===== config.mk =====
export PLATFORM = sky130hd
export DESIGN_NAME = cim_col_acc
export DESIGN_NICKNAME = d
export VERILOG_FILES = /design/src/rtl/cim_pkg.sv /design/src/rtl/cim_col_acc.sv
export SDC_FILE = /design/constraint.sdc
export NUM_CORES = 1
export LEC_CHECK = 0
export BUFFER_PORTS_ARGS = -buffer_cell sky130_fd_sc_hd__clkbuf_2
export CAP_MARGIN = 20
export CORE_UTILIZATION = 47
export CTS_CLUSTER_SIZE = 20
export DETAILED_ROUTE_END_ITERATION = 16
export GPL_TIMING_DRIVEN = 0
export PLACE_DENSITY_LB_ADDON = 0.12
export SYNTH_ARGS = -nofsm -noshare
export SYNTH_HDL_FRONTEND = slang
export SYNTH_SLANG_ARGS = --single-unit

===== constraint.sdc =====
create_clock -name clk -period 5.8 [get_ports clk]
set_input_delay 1.74 -clock clk [delete_from_list [all_inputs] [get_ports clk]]
set_output_delay 1.74 -clock clk [all_outputs]
set_load 0.05 [all_outputs]

===== src/rtl/cim_pkg.sv =====
// Shared types and helpers for the compute-in-memory crossbar model.
package cim_pkg;

  typedef enum logic {
    IDLE    = 1'b0,
    COMPUTE = 1'b1
  } cim_state_t;

  // Clamp an unsigned value to the largest number representable in width bits.
  function automatic logic [31:0] sat_to_width(input logic [31:0] value, input int width);
    logic [31:0] max_val;
    max_val = (width >= 32) ? '1 : ((32'd1 << width) - 32'd1);
    return (value > max_val) ? max_val : value;
  endfunction

endpackage


===== src/rtl/cim_col_acc.sv =====
// One crossbar column: accumulates selected inputs row by row, then commits a saturated result.
module cim_col_acc
  import cim_pkg::*;
#(
  parameter int datatype_size = 8,
  parameter int acc_width     = 15
) (
  input  logic                     clk,
  input  logic                     rst,
  input  logic                     step,
  input  logic                     last,
  input  logic                     w_bit,
  input  logic [datatype_size-1:0] x,
  output logic [datatype_size-1:0] result
);

  logic [acc_width-1:0] acc;
  logic [acc_width-1:0] acc_sum;

  assign acc_sum = acc + (w_bit ? acc_width'(x) : '0);

  // The final row's contribution is folded into the committed value on the same edge.
  always_ff @(posedge clk) begin
    if (rst) begin
      acc    <= '0;
      result <= '0;
    end else if (step) begin
      if (last) begin
        acc    <= '0;
        result <= datatype_size'(sat_to_width(32'(acc_sum), datatype_size));
      end else begin
        acc <= acc_sum;
      end
    end
  end

endmodule


==> metrics.md <==
| Metric | Value |
|---|---|
| Area growth, synth to finish | `11.37%` |
| Comb pwr share | `0.210` |
| Crit path arrival time | `4.24 ns` |
| Sw Pwr | `0.00009893 W` |
| Critical Path Sink Type | `flop` |
| Multi-input logic area | `996.0 µm²` |
| Hold_sp | `result[4]$_SDFFE_PP0P_` |
| Area leader, netlist | `dfxtp_1` |
| Max Slew Vio Count | `0` |
| Post-synth EDFFs | `0` |
| Avg Synthesized Cell Area | `8.730 µm²` |
| Most used cell, CP | `a311oi_1` |
| Synth cell types | `50` |
| Most common flop cell mapped by yosys | `dfxtp_1` |
| Critical-path cell list | `clkbuf_2 > and2_1 > ha_1 > inv_1 > fa_1 > nand2b_1 > a21o_2 > and2_4 > a311oi_1 > o2111a_2 > a311oi_1` |
| Worst reg-to-reg setup slack | `3.12 ns` |
| Number of global-route vias before repair | `1214` |
| DIE HEIGHT | `59.66 µm` |
| Layout cell share with drive strength beyond 1 | `0.2178` |
| Area share of the largest cell type after synthesis | `0.2946` |
| Crit path max-delay family | `compound AO/OA/AOI/OAI gates` |
| HP Class | `flop to flop` |
| Hold buffers post-CTS | `0` |
| DRT iter0 DRCs | `104` |
| Average vias per placed instance | `5.813` |
| CP max FO | `8` |
| Worst rel slew slack | `0.6688` |
| Crit path required time | `6.00 ns` |
| Die Area | `0.003559 mm²` |
| CP Class | `input port to flop` |
| Clk sinks | `23` |
| Final setup TNS | `0 ns` |
| Routed vias | `1430` |
| Worst Hold End | `result[4]$_SDFFE_PP0P_` |
| RSZ-0062 raised after global routing | `false` |
| Final setup fails | `0` |
| CP peak stage delay | `0.43 ns` |
| Worst Path Buf+Inv | `2` |
| FILL cells | `305` |
| Int Power | `0.0002121 W` |
| Clock root cell | `clkbuf_4` |
| Placed Area | `0.001713 mm²` |
| Sequential Area | `460.4 µm²` |
| Longest Clk Path Bufs | `2` |
| Max cap viols | `0` |
| Sequential Power Share | `0.536` |
| Switch share | `0.3180` |
| Fmax achieved | `247.8 MHz` |
| PwrDens | `178.7 mW/mm²` |
| Final hold violations | `0` |
| I/O Buffers | `19` |
| Clock group share of total power | `0.254` |
| Total Nets Final | `225` |
| Routed Antenna Nets | `0` |
| Hold Path Stages | `2` |
| Slew @ Worst Pin | `0.4967 ns` |
| WHS | `0.5104 ns` |
| Inserted Diodes | `0` |
| Worst Skew | `0.008064 ns` |
| Final Critical Period | `4.035 ns` |
| Reg2reg end | `result[2]$_SDFFE_PP0P_` |
| First-pass GRT wire length | `5.589 mm` |
| FF+latch count, synth | `23` |
| LEAKAGE | `0.6873 nW` |
| Reg2reg path depth | `9` |
| Die width | `59.66 µm` |
| CTS tree | `done` |
| Post-Route WL | `3.436 mm` |
| Initial Util | `0.5036` |
| Fin crit share | `0.6957` |
| RePlAce Congestion | `0.7974` |
| CTS H-tree depth | `1` |
| Cell Area, Synth | `0.001563 mm²` |
| Routed len/inst | `13.97 µm` |
| Ports | `21` |
| Fraction of registers with async set/reset | `0` |
| Standard-cell rows | `20` |
| Synth warn | `0` |
| Cts bufs inserted | `3` |
| DRC errors left | `0` |
| GRT Total Usage | `0.2098` |
| Syn_nets | `201` |
| Maximum vdd drop | `73.05 µV` |
| Slowest-stage cell, CP | `a311oi_1` |
| DP Worst Slack | `1.482 ns` |
| Startpoint type of the worst setup path | `input port` |
| Final HPWL DP | `2.721 mm` |
| Initial antenna violation count | `0` |
| Fin area | `0.001740 mm²` |
| Synthesized netlist cell count | `179` |
| Initial DRT Pass Iterations | `4` |
| Core box area | `0.003103 mm²` |
| Outcome | `finished, final reports clean` |
| Synth top area cells | `dfxtp_1 29%, ha_1 6.4%, a21oi_1 5.1%` |
| Clock-pin slew on the worst setup and hold paths | `0.13 ns` |
| Register area share after synthesis | `0.2946` |
| Clock Latency Late Sink | `0.33 ns` |
| Post-CTS setup buffer count | `0` |
| PostCTS Resize Cnt | `0` |
| Worst r2r src | `acc[0]$_SDFFE_PP0P_` |
| Largest net degree at the start of global routing | `14` |
| Final worst setup slack | `1.765 ns` |
| Total gr overflow | `0` |
[power by group through the flow]
| stage | Clock [W] | Sequential (W) | Combinational [W] |
|---|---|---|---|
| 2_1_floorplan | 0 | 0.000183 | 0.0000341 |
| 3_3_place_gp | 0 | 0.000170 | 0.0000638 |
| 3_5_place_dp | 0 | 0.000170 | 0.0000649 |
| 4_1_cts | 0.0000818 | 0.000167 | 0.0000650 |
| 5_1_grt | 0.0000879 | 0.000167 | 0.0000713 |
| 6_report | 0.0000791 | 0.000167 | 0.0000652 |
[stage by stage]
step,total power [W],std cells,utilization
floorplan,0.0002173,179,-
global placement,0.0002337,242,0.5520
detailed placement,0.0002352,242,0.5520
CTS,0.0003137,246,0.5609
global route,0.0003266,246,0.5609
finish,0.0003111,246,0.5609
[flip-flops by register name (all words and copies together), names as in the netlist]
signal / cells
acc: 15
result: 8
[cells in the mapped netlist, types with 2 or more instances]
master and n:
o21ai_1 7, nand4_1 2, o211ai_1 3, a21oi_1 16, bufbuf_8 2, xor2_1 5, a21boi_0 2, or3_1 4
clkbuf_1 3, a211oi_2 2, dfxtp_1 23, ha_1 8, nand2b_1 3, nand3_1 4, inv_1 6, a2bb2oi_1 3
a311oi_1 9, nand2_1 6, and2_4 2, nand4b_1 2, nor2_1 20, o21ai_0 2, o2bb2ai_1 4, a21o_1 2
buf_2 2, xnor2_1 2, and2_1 12
[layer usage]
layer	part of all wire	vias up	track usage
li1	-	708	-
met1	0.50	676	0.3023
met2	0.45	41	0.3127
met3	0.043	5	0.03030
met4	0.013	0	0.08306
met5	0	-	0
[kinds of logic after synthesis]
group	share of synthesized area
AO/OA/AOI/OAI	0.3051
buffers and inverters	0.06805
adder cells (fa/ha/maj)	0.07686
flip-flops	0.2946
XOR/XNOR	0.03923
AND/OR/NAND/NOR	0.2162
[cell type report]
cell class / instances / area share
Sequential cell: 23 / 0.2646
Inverter: 7 / 0.01510
Tap cell: 44 / 0.03163
Multi-Input combinational cell: 140 / 0.5722
Clock buffer: 3 / 0.01294
Clock inverter: 1 / 0.002876
Timing Repair Buffer: 19 / 0.05464
Buffer: 9 / 0.04601
[worst max-delay path by stage]
stage           from                      to  slack, ns  cells after the start
2_1_floorplan   x[6]  result[0]$_SDFFE_PP0P_       1.83                      9
3_3_place_gp   w_bit  result[3]$_SDFFE_PP0P_       1.54                     11
3_5_place_dp   w_bit  result[0]$_SDFFE_PP0P_       1.48                     11
4_1_cts        w_bit  result[0]$_SDFFE_PP0P_       1.81                     11
5_1_grt        w_bit  result[5]$_SDFFE_PP0P_       1.66                     11
6_report       w_bit  result[2]$_SDFFE_PP0P_       1.76                     11
[layout by cell type, fill, tap and decap left out, drive strengths merged, types with 5 or more instances in the layout]
| cell type | count |
|---|---|
| a21oi | 17 |
| a311oi | 9 |
| and2 | 15 |
| clkbuf | 26 |
| dfxtp | 23 |
| ha | 8 |
| inv | 7 |
| nand2 | 7 |
| nor2 | 21 |
| o21ai | 9 |
| xor2 | 5 |
[worst register-to-register path, stage by stage (launching register included)]
cell      delay (ns)
dfxtp_1         0.36
ha_1            0.22
inv_1           0.07
fa_1            0.41
nand2b_1        0.19
a21o_2          0.25
and2_4          0.16
a311oi_1        0.43
o2111a_2        0.37
a311oi_1        0.11
No activity file was read; power rests on OpenSTA's default activity.
